==> src/rtl/vga_fb_arbiter_if.sv <==
// Requester-side bus of the framebuffer arbiter: display reader and pixel writer.
// The master modport is the requester side; the slave modport is the arbiter.
interface vga_fb_arbiter_if #(
  parameter int ADDR_W = 17,
  parameter int DATA_W = 12
);
  logic              rd_valid;
  logic [ADDR_W-1:0] rd_addr;
  logic              rd_ready;
  logic              rd_rvalid;
  logic [DATA_W-1:0] rd_rdata;
  logic              wr_valid;
  logic [ADDR_W-1:0] wr_addr;
  logic [DATA_W-1:0] wr_data;
  logic              wr_ready;

  modport master (
    output rd_valid, rd_addr, wr_valid, wr_addr, wr_data,
    input  rd_ready, rd_rvalid, rd_rdata, wr_ready
  );

  modport slave (
    input  rd_valid, rd_addr, wr_valid, wr_addr, wr_data,
    output rd_ready, rd_rvalid, rd_rdata, wr_ready
  );
endinterface

==> src/rtl/vga_fb_arbiter.sv <==
// Single-port framebuffer SRAM arbiter: reader priority in active video with a
// bounded writer wait, round-robin in blanking, registered SRAM port.
module vga_fb_arbiter #(
  parameter int ADDR_W      = 17,
  parameter int DATA_W      = 12,
  parameter int MAX_WR_WAIT = 16
) (
  input  logic              clk,
  input  logic              rst,
  input  logic              active_video,
  vga_fb_arbiter_if.slave   bus,
  output logic              mem_en,
  output logic              mem_we,
  output logic [ADDR_W-1:0] mem_addr,
  output logic [DATA_W-1:0] mem_wdata,
  input  logic [DATA_W-1:0] mem_rdata,
  input  logic              stat_clr,
  output logic [15:0]       conflict_cnt
);

  typedef enum logic {LAST_RD = 1'b0, LAST_WR = 1'b1} rr_t;

  localparam logic [7:0] WAIT_MAX = 8'(MAX_WR_WAIT);

  rr_t        rr_last_reg;
  logic [7:0] wr_wait_reg;
  logic [1:0] rd_pipe_reg;

  logic conflict;
  logic wr_wins;
  logic rd_fire;
  logic wr_fire;

  // wr_wins only matters when both requesters are valid
  always_comb begin
    conflict = bus.rd_valid && bus.wr_valid;
    if (active_video) begin
      wr_wins = (wr_wait_reg == WAIT_MAX);
    end else begin
      wr_wins = (rr_last_reg == LAST_RD);
    end
    rd_fire = bus.rd_valid && !(conflict && wr_wins);
    wr_fire = bus.wr_valid && (!bus.rd_valid || wr_wins);
  end

  assign bus.rd_ready  = rd_fire;
  assign bus.wr_ready  = wr_fire;
  assign bus.rd_rvalid = rd_pipe_reg[1];
  assign bus.rd_rdata  = mem_rdata;

  always_ff @(posedge clk or posedge rst) begin
    if (rst) begin
      mem_en      <= 1'b0;
      mem_we      <= 1'b0;
      mem_addr    <= '0;
      mem_wdata   <= '0;
      rd_pipe_reg <= '0;
    end else begin
      mem_en      <= rd_fire || wr_fire;
      mem_we      <= wr_fire;
      rd_pipe_reg <= {rd_pipe_reg[0], rd_fire};
      if (wr_fire) begin
        mem_addr  <= bus.wr_addr;
        mem_wdata <= bus.wr_data;
      end else if (rd_fire) begin
        mem_addr  <= bus.rd_addr;
      end
    end
  end

  always_ff @(posedge clk or posedge rst) begin
    if (rst) begin
      rr_last_reg <= LAST_RD;
      wr_wait_reg <= '0;
    end else begin
      if (conflict) begin
        rr_last_reg <= wr_fire ? LAST_WR : LAST_RD;
      end
      if (wr_fire) begin
        wr_wait_reg <= '0;
      end else if (bus.wr_valid && (wr_wait_reg < WAIT_MAX)) begin
        wr_wait_reg <= wr_wait_reg + 8'd1;
      end
    end
  end

  always_ff @(posedge clk or posedge rst) begin
    if (rst) begin
      conflict_cnt <= '0;
    end else if (stat_clr) begin
      conflict_cnt <= '0;
    end else if (conflict && (conflict_cnt != 16'hFFFF)) begin
      conflict_cnt <= conflict_cnt + 16'd1;
    end
  end

endmodule

==> src/flat_wrapper.sv <==
// flat-port wrapper written by rule: the top's interface ports become plain ports
module vga_fb_arbiter_flat 
#(
  parameter int ADDR_W      = 17,
  parameter int DATA_W      = 12,
  parameter int MAX_WR_WAIT = 16
)
  (clk, rst, active_video, mem_en, mem_we, mem_addr, mem_wdata, mem_rdata, stat_clr, conflict_cnt, bus_rd_valid, bus_rd_addr, bus_wr_valid, bus_wr_addr, bus_wr_data, bus_rd_ready, bus_rd_rvalid, bus_rd_rdata, bus_wr_ready);
  vga_fb_arbiter_if #(.ADDR_W(ADDR_W), .DATA_W(DATA_W)) bus_i ();
  input  logic clk;
  input  logic rst;
  input  logic active_video;
  output logic mem_en;
  output logic mem_we;
  output logic [ADDR_W-1:0] mem_addr;
  output logic [DATA_W-1:0] mem_wdata;
  input  logic [DATA_W-1:0] mem_rdata;
  input  logic stat_clr;
  output logic [15:0] conflict_cnt;
  input wire logic [$bits(bus_i.rd_valid)-1:0] bus_rd_valid;
  input wire logic [$bits(bus_i.rd_addr)-1:0] bus_rd_addr;
  input wire logic [$bits(bus_i.wr_valid)-1:0] bus_wr_valid;
  input wire logic [$bits(bus_i.wr_addr)-1:0] bus_wr_addr;
  input wire logic [$bits(bus_i.wr_data)-1:0] bus_wr_data;
  output wire logic [$bits(bus_i.rd_ready)-1:0] bus_rd_ready;
  output wire logic [$bits(bus_i.rd_rvalid)-1:0] bus_rd_rvalid;
  output wire logic [$bits(bus_i.rd_rdata)-1:0] bus_rd_rdata;
  output wire logic [$bits(bus_i.wr_ready)-1:0] bus_wr_ready;
  assign bus_i.rd_valid = bus_rd_valid;
  assign bus_i.rd_addr = bus_rd_addr;
  assign bus_i.wr_valid = bus_wr_valid;
  assign bus_i.wr_addr = bus_wr_addr;
  assign bus_i.wr_data = bus_wr_data;
  assign bus_rd_ready = bus_i.rd_ready;
  assign bus_rd_rvalid = bus_i.rd_rvalid;
  assign bus_rd_rdata = bus_i.rd_rdata;
  assign bus_wr_ready = bus_i.wr_ready;
  vga_fb_arbiter #(.ADDR_W(ADDR_W), .DATA_W(DATA_W), .MAX_WR_WAIT(MAX_WR_WAIT)) u_core (.clk(clk), .rst(rst), .active_video(active_video), .bus(bus_i), .mem_en(mem_en), .mem_we(mem_we), .mem_addr(mem_addr), .mem_wdata(mem_wdata), .mem_rdata(mem_rdata), .stat_clr(stat_clr), .conflict_cnt(conflict_cnt));
endmodule
==> config.mk <==
export PLATFORM = sky130hd
export DESIGN_NAME = vga_fb_arbiter_flat
export DESIGN_NICKNAME = d
export VERILOG_FILES = /design/src/rtl/vga_fb_arbiter_if.sv /design/src/rtl/vga_fb_arbiter.sv /design/src/flat_wrapper.sv
export SDC_FILE = /design/constraint.sdc
export NUM_CORES = 1
export LEC_CHECK = 0
export ABC_AREA = 1
export CAP_MARGIN = 10
export CORE_UTILIZATION = 45
export CTS_CLUSTER_DIAMETER = 150
export DETAILED_ROUTE_END_ITERATION = 10
export PLACE_DENSITY = 0.92
export SLEW_MARGIN = 10
export SYNTH_ARGS = -nofsm -noshare
export SYNTH_HDL_FRONTEND = slang
export SYNTH_SLANG_ARGS = --single-unit
==> constraint.sdc <==
create_clock -name clk -period 3 [get_ports clk]
set_clock_uncertainty 0.1 [all_clocks]
set_input_delay 0.6 -clock clk [delete_from_list [all_inputs] [get_ports clk]]
set_output_delay 0.6 -clock clk [all_outputs]
set_load 0.03 [all_outputs]
Yosys cells after proc, flatten, opt, wreduce, memory -nomap -nowiden. Cells that the tools add are included.

Register bits after elaboration: 58. Bits in latches: 0. RAM bits: 0. Memory bits (read-only): 0. Bits of input ports: 64. Output and inout port bits: 62. Logic and storage cells: 35. Memories: 0.

Add/sub/neg operators: 2. Multipliers: 0. Divide/modulo/power cells: 0. Order comparisons: 1. Equal/unequal tests: 2. Shift-type cells: 0. Mux-type cells: 8. Bitwise logic cells: 1. Reduce and logical (&&, ||, !) cells: 13.

Operators with widths (count): $mux W17 (2); $mux W16 (2); $add A16 B1 Y16 const B (1); $mux W8 (2); $ne A16 B16 Y1 const B (1); $add A8 B1 Y8 const B (1); $eq A8 B5 Y1 const B (1); $lt A8 B5 Y1 const B (1); $logic_and A1 B1 Y1 (6); $reduce_bool A2 Y1 (3); $logic_not A1 Y1 (2); $logic_or A1 B1 Y1 (2); $mux W1 (2); $not A1 Y1 (1).

Logic depth before layout (Yosys ltp). Gate-level depths: netlist of the first run.

Word-level depth: 7. Mapped depth: 11. Depth with buffers taken out: 10.

Worst setup path after synthesis of the first run. Ideal clock, no wire load.

Path type: in2out. From: in active_video. To: out bus_rd_ready. Arrival time: 1637 ps. Data required time: 2300 ps. Path slack: 663 ps. Stages on the path: 6. Buffers on the path: 1. Path through: nand3_1 > nor2_1 > nand2_1 > nand3_2 > clkbuf_1 > a21boi_1.

Word-level cells in the longest chain between the ends: 4.

RTL lines: start: declaration (line flat_wrapper.sv:12) `input logic active_video;`; $mux W1 (line vga_fb_arbiter.sv:37) `if (active_video) begin`; $logic_and A1 B1 Y1 (line vga_fb_arbiter.sv:42) `rd_fire = bus.rd_valid && !(conflict && wr_wins);`; $logic_not A1 Y1 (line vga_fb_arbiter.sv:42); $logic_and A1 B1 Y1 (line vga_fb_arbiter.sv:42); end: declaration (line flat_wrapper.sv:25) `output wire logic [$bits(bus_i.rd_ready)-1:0] bus_rd_ready;`.

Every way passes these cells.

Worst setup path in the final report of the first run.
From: in active_video. To: out bus_wr_ready.

Word-level cells in the longest chain between the ends: 3.

RTL lines: $mux W1 (line vga_fb_arbiter.sv:37); $logic_or A1 B1 Y1 (line vga_fb_arbiter.sv:43) `wr_fire = bus.wr_valid && (!bus.rd_valid || wr_wins);`; $logic_and A1 B1 Y1 (line vga_fb_arbiter.sv:43); end: declaration (line flat_wrapper.sv:28) `output wire logic [$bits(bus_i.wr_ready)-1:0] bus_wr_ready;`.

Every way passes these cells.

==> metrics.txt, run 1 <==
area used by sequential logic in the layout=0.00145 mm^2; Warnings, synthesis=0; number of slew-limit violations in the final report=0; post-synthesis cell area=0.00303 mm^2; Syn-to-layout area delta=39.5%; path category of the worst min-delay check=flip-flop to flip-flop; max-slew headroom at the worst pin=0.697; Setup crit end kind=output pin; clock tree root buffer cell=sky130_fd_sc_hd__clkbuf_8; via count of the first global-routing pass=2907; quantity of I/O buffers inserted on ports=101; critical path peak fanout=3; global route overflow=0; maximum number of pins on one net before global-route repair=51; Unique masters post-synth=26; cell types with the highest counts after synthesis=sky130_fd_sc_hd__nand2_1, sky130_fd_sc_hd__dfrtp_1, sky130_fd_sc_hd__nand3_1; share of final-layout standard cells stronger than drive strength 1=0.0782; CP required=2300 ps; half-perimeter wire length after placement=5390 um; number of buffers between clock root and the deepest sink=2; crit start category=primary input; final hold violation count=0; setup repair after global routing missed its margin=false; antenna violations before repair=0; fin crit period=2420 ps; Worst IR Drop VDD=0.278 mV; First-pass DRT Iterations=8; Critical Path Sink=bus_wr_ready; capture point of the worst reg-to-reg path=u_core.conflict_cnt[13]$_DFFE_PP0P_; static leakage power=2.02 nW; global placement routability congestion=0.890; total via count after detailed routing=2898; clock buffers created by TritonCTS=9; per-cell routed wire length=13.1 um; Syn Area/Cell=7.53 um^2; Total Power=2.05 mW; FFs w/ async S/R, synth=1.00; cell row count=29; syn_nets=469; largest cells by area after synthesis=sky130_fd_sc_hd__dfrtp_1, sky130_fd_sc_hd__nand2_1, sky130_fd_sc_hd__nand3_1; post-DR vias/cell=5.03; number of top-level design ports=126; Layout Nets=561; Final Cycle Share=0.806; origin of the worst setup path=active_video; core area=0.00642 mm^2; TritonCTS clock tree=built; Max Fclk=0.414 GHz; Die Y-Extent=84.0 um; number of antenna diodes=0; filler-free cell count of the finished design=576; wire length of the first global-routing pass=12600 um; post-CTS setup-driven buffer insertion count=0; fraction of synthesized cell area taken by the top area cell type=0.480; setup violators final=0; classification of the worst setup path=primary input to output pin; portion of the post-synthesis area used by sequential elements=0.480; post-placement cell count=560; result of the run=complete, but fails checks; number of antenna-violating nets in the routed design=0; overall routed net length=7530 um; Crit Reg-Reg Startpoint=u_core.conflict_cnt[0]$_DFFE_PP0P_; area occupied by multi-input gates=0.00126 mm^2; Seq cells post-synth=58; R2R cell count=9; level count of the clock H-tree=3; register with the most flip-flops=u_core.mem_addr; top_reg_cell synth=sky130_fd_sc_hd__dfrtp_1; largest registers ranked by flip-flop count=u_core.mem_addr x17, u_core.conflict_cnt x16, u_core.mem_wdata x12; DRC violations left=18; clock insertion delay at the later pin of the skew report=330 ps; most frequent cell after synthesis=sky130_fd_sc_hd__nand2_1; register-to-register path setup slack=1000 ps; die area=0.00706 mm^2; Final TNS setup=0 ps; number of violations reported at the end of detailed-routing iteration 0=125; number of flops mapped to enable cells by yosys=0; CTS hold repair buffers=0; Sink Count=58; failing checks=design-rule violations; die width=84.0 um; Clock transition at path regs=60 ps; Global Route Usage Sum=0.227; flip-flop count of the largest register, all copies and words added=17; initial core utilization=0.471; Pwr per Cell Area=485 mW/mm^2; arrival time of the worst setup path=1720 ps; worst hold-check slack=252 ps; layout filler cell count=539; cell type with the highest aggregate area in the netlist=sky130_fd_sc_hd__dfrtp_1; number of standard cells after synthesis=402; total of max-cap violations=0; Least-Margin Pin Slew=453 ps; number of gates resized after CTS=0
[per-stage QoR]
stage / util / setup slack, ps / cell area, um^2
floorplan: - / 663 / 3030
global placement: 0.628 / 588 / 4030
detailed placement: 0.628 / 583 / 4030
CTS: 0.657 / 574 / 4220
global route: 0.657 / 533 / 4220
finish: 0.657 / 582 / 4220
[logic make-up (layout without fill, tap and decap cells)]
group / after synthesis / in the layout / synth area share
fa+ha+maj: 3 / 3 / 0.0124
buf+inv: 67 / 164 / 0.103
simple gates: 257 / 257 / 0.366
compound gates: 10 / 10 / 0.0182
flops: 58 / 58 / 0.480
xor+xnor: 7 / 7 / 0.0203
[power breakdown]
part           switching (mW)  internal (mW)
registers              0.0402          0.848
logic                   0.276          0.212
clock network           0.306          0.364
[layout make-up]
cell class / count / area share
tap: 77 / 0.0228
clock buffer: 12 / 0.0391
multi-input combinational: 277 / 0.300
sequential: 58 / 0.344
clock inverter: 4 / 0.00593
timing repair buffer: 107 / 0.252
inverter: 41 / 0.0365
[how the worst min path moves through the flow]
stage | from | cells past startpoint | slack (ps) | end
6_report | u_core.rd_pipe_reg[0]$_DFF_PP0_ | 0 | 250 | u_core.rd_pipe_reg[1]$_DFF_PP0_
4_1_cts | u_core.rd_pipe_reg[0]$_DFF_PP0_ | 0 | 250 | u_core.rd_pipe_reg[1]$_DFF_PP0_
2_1_floorplan | u_core.rd_pipe_reg[0]$_DFF_PP0_ | 0 | 230 | u_core.rd_pipe_reg[1]$_DFF_PP0_
3_3_place_gp | u_core.rd_pipe_reg[0]$_DFF_PP0_ | 0 | 230 | u_core.rd_pipe_reg[1]$_DFF_PP0_
3_5_place_dp | u_core.rd_pipe_reg[0]$_DFF_PP0_ | 0 | 240 | u_core.rd_pipe_reg[1]$_DFF_PP0_
5_1_grt | u_core.rd_pipe_reg[0]$_DFF_PP0_ | 0 | 270 | u_core.rd_pipe_reg[1]$_DFF_PP0_
[placed cells by master, fill, tap and decap left out]
cell type                         netlist  final
sky130_fd_sc_hd__ha_1                   3      3
sky130_fd_sc_hd__nor2_2                 1      2
sky130_fd_sc_hd__nand3_2                1      1
sky130_fd_sc_hd__nor2_1                44     43
sky130_fd_sc_hd__a21boi_1               1      1
sky130_fd_sc_hd__or2_2                  3      3
sky130_fd_sc_hd__buf_4                 12      7
sky130_fd_sc_hd__a21oi_1                1      1
sky130_fd_sc_hd__o21bai_1               1      1
sky130_fd_sc_hd__nand4_1               14     14
sky130_fd_sc_hd__dfrtp_1               58     58
sky130_fd_sc_hd__nor2_8                 1      1
sky130_fd_sc_hd__inv_2                  4      5
sky130_fd_sc_hd__o21ai_1                3      3
sky130_fd_sc_hd__nand3_1               46     46
sky130_fd_sc_hd__nor3_1                 1      1
sky130_fd_sc_hd__buf_12                 0      1
sky130_fd_sc_hd__nor2_4                 2      2
sky130_fd_sc_hd__clkinv_2               0      2
sky130_fd_sc_hd__clkbuf_8               0     12
sky130_fd_sc_hd__clkinvlp_4             0      2
sky130_fd_sc_hd__o21ai_0                4      4
sky130_fd_sc_hd__clkdlybuf4s50_1        0     99
sky130_fd_sc_hd__nand2_2                1      1
sky130_fd_sc_hd__inv_1                 37     36
sky130_fd_sc_hd__nand2_1              143    143
sky130_fd_sc_hd__xor2_1                 7      7
[layer usage]
layer  global-route usage  up-vias  part of all wire
met4                0.102        0             0.014
met1                0.260     1333              0.41
met5                    0        -                 0
met3               0.0772       11             0.084
met2                0.383      128              0.49
li1                     -     1426                 -
[critical path: stages]
cell and delay (ps):
sky130_fd_sc_hd__clkdlybuf4s50_1 420, sky130_fd_sc_hd__or2_2 310, sky130_fd_sc_hd__nand3_2 100, sky130_fd_sc_hd__nand2_1 80, sky130_fd_sc_hd__inv_2 60, sky130_fd_sc_hd__buf_4 150
Note: power is estimated with default switching activity, not from simulation.
==> inputs of run 2 (changes only) <==
- CORE_UTILIZATION: 45 -> 43
- PLACE_DENSITY: 0.92 -> 0.89
- clock period: 3 -> 2.3 ns (I/O delays scaled with it)
==> metrics.txt, run 2 (synthesis gave the netlist of run 1 again) <==
Global Route Usage Sum=0.219 (-0.00821); Max Fclk=0.449 GHz; path category of the worst min-delay check=flip-flop to flip-flop; final instance area=0.00429 mm^2 (+1.6%); Sink Count=58 (unchanged); classification of the worst setup path=flip-flop to output pin; max-slew headroom at the worst pin=0.707 (+0.00984); flip-flop count of the largest register, all copies and words added=17 (unchanged); Layout Nets=565 (+0.71%); cell row count=30 (+3.4%); CP required=1740 ps (-560 ps); TritonCTS clock tree=built; critical path peak fanout=3 (unchanged); post-CTS setup-driven buffer insertion count=0 (unchanged); critical path's slowest cell=sky130_fd_sc_hd__dfrtp_1; initial core utilization=0.445 (-0.0258); number of top-level design ports=126 (unchanged); overall routed net length=7750 um (+2.9%); global placement routability congestion=0.853 (-4.2%); most frequent cells in the layout=sky130_fd_sc_hd__nand2_1, sky130_fd_sc_hd__clkdlybuf4s50_1, sky130_fd_sc_hd__dfrtp_1; core area=0.00679 mm^2 (+5.8%); number of gates resized after CTS=0 (unchanged); Final TNS setup=0 ps (unchanged); Die Y-Extent=85.9 um (+2.2%); number of antenna diodes=0 (unchanged); arrival time of the worst setup path=1670 ps (-50 ps); most common cell after layout, fill and taps aside=sky130_fd_sc_hd__nand2_1; share of final-layout standard cells stronger than drive strength 1=0.0818 (+0.00368); clock insertion delay at the later pin of the skew report=340 ps (about the same); CTS hold repair buffers=0 (unchanged); largest registers ranked by flip-flop count=u_core.mem_addr x17, u_core.conflict_cnt x16, u_core.mem_wdata x12; level count of the clock H-tree=3 (unchanged); cell-by-cell listing of the critical path=inv_1 > ha_1 > nand3_1 > nor2_1 > nand2_1 > nand3_2 > a21boi_1 > buf_4; Worst IR Drop VDD=0.375 mV (+35%); Total Power=2.75 mW (+35%); quantity of I/O buffers inserted on ports=101 (unchanged); Clock transition at path regs=70 ps (about the same); total via count after detailed routing=2949 (+1.8%); Least-Margin Pin Slew=438 ps (-15.3 ps); number of violations reported at the end of detailed-routing iteration 0=125 (unchanged); setup repair after global routing missed its margin=false; DRC violations left=0 (-18); number of slew-limit violations in the final report=0 (unchanged); setup violators final=0 (unchanged); buffers plus inverters on the worst setup path=2 (-1); clock buffers created by TritonCTS=9 (unchanged); post-DR vias/cell=4.94 (-1.8%); number of buffers between clock root and the deepest sink=2 (unchanged); via count of the first global-routing pass=2761 (-5.0%); Final Cycle Share=0.968; First-pass DRT Iterations=4 (-4); count of cells along the worst hold path=0 (unchanged); per-cell routed wire length=13.0 um (-0.72%); R2R cell count=9 (unchanged); register with the most flip-flops=u_core.mem_addr; fin crit period=2230 ps; clock tree root buffer cell=sky130_fd_sc_hd__clkbuf_8; cell family with the largest share of critical-path delay=flip-flops; crit start category=flip-flop; number of antenna-violating nets in the routed design=0 (unchanged); wire length of the first global-routing pass=12500 um (-0.33%); result of the run=finished, final reports clean; die width=85.9 um (+2.2%); Crit. path cell count=8 (+2); maximum number of pins on one net before global-route repair=59 (+16%); placed cell area=0.00410 mm^2 (+1.6%); worst hold-check slack=241 ps (-11.4 ps); global route overflow=0 (unchanged); Setup crit end kind=output pin; Pwr per Cell Area=642 mW/mm^2 (+32%); static leakage power=2.05 nW (+1.5%); half-perimeter wire length after placement=5470 um (+1.3%); die area=0.00738 mm^2 (+4.5%); final hold violation count=0 (unchanged); Syn-to-layout area delta=41.7%; largest stage delay on the critical path=360 ps (-60 ps); antenna violations before repair=0 (unchanged); total of max-cap violations=0 (unchanged)
## run 2: cell count changes in the layout (fill, tap and decap cells not counted)
cell	delta
sky130_fd_sc_hd__buf_4	+3
sky130_fd_sc_hd__buf_12	+1
sky130_fd_sc_hd__clkinvlp_4	-2
sky130_fd_sc_hd__clkbuf_8	-1
sky130_fd_sc_hd__bufinv_16	+1
## run 2: worst paths after layout
| check | from | end | slack, ps |
|---|---|---|---|
| worst min-delay path | u_core.rd_pipe_reg[0]$_DFF_PP0_ | u_core.rd_pipe_reg[1]$_DFF_PP0_ | 240 |
| max in group asynchronous | rst | u_core.mem_addr[4]$_DFFE_PP0P_ | 1440 |
| worst min register to register | u_core.rd_pipe_reg[0]$_DFF_PP0_ | u_core.rd_pipe_reg[1]$_DFF_PP0_ | 240 |
| worst max register to register | u_core.conflict_cnt[0]$_DFFE_PP0P_ | u_core.conflict_cnt[10]$_DFFE_PP0P_ | 320 |
| min in group asynchronous | rst | u_core.mem_en$_DFF_PP0_ | 390 |
| worst max-delay path | u_core.wr_wait_reg[0]$_DFFE_PP0P_ | bus_rd_ready | 70 |
## run 2: worst register-to-register path: cells and delay by family, from the launching register on
family | cells | cell delay, ps
and+or+nand+nor | 7 | 1010
buffers and inverters | 1 | 90
adders and majority gates | 1 | 270
DFF | 1 | 410
## run 2: layout make-up
cell class              instances  area (um^2)
fillers                       579         2510
flip-flops and latches         58         1450
multi-input cells             277         1260
repair buffers                111         1110
inverters                      41          154
clock buffers                  11          151
well taps                      96          120
clock inverters                 3         40.0
## run 2: metrics by stage
stage	cells	setup slack (ps)	utilization
finish	597	72.5	0.631
floorplan	402	115	-
global route	597	4.33	0.631
detailed placement	583	129	0.603
CTS	597	69.0	0.631
global placement	583	160	0.603
## run 2: report_power, final
part / total (mW) / switching [mW] / leakage (nW) / internal (mW)
sequential: 1.16 / 0.0541 / 0.743 / 1.11
combinational: 0.649 / 0.364 / 1.20 / 0.285
clock: 0.944 / 0.401 / 0.101 / 0.544
total: 2.75 / 0.819 / 2.05 / 1.93
## run 2: metal layers
| layer | up-vias | track usage | wire (um) |
|---|---|---|---|
| li1 | 1427 | - | - |
| met3 | 11 | 0.0674 | 529 |
| met1 | 1390 | 0.268 | 3290 |
| met2 | 121 | 0.359 | 3820 |
| met5 | - | 0 | 0 |
| met4 | 0 | 0.0894 | 96 |
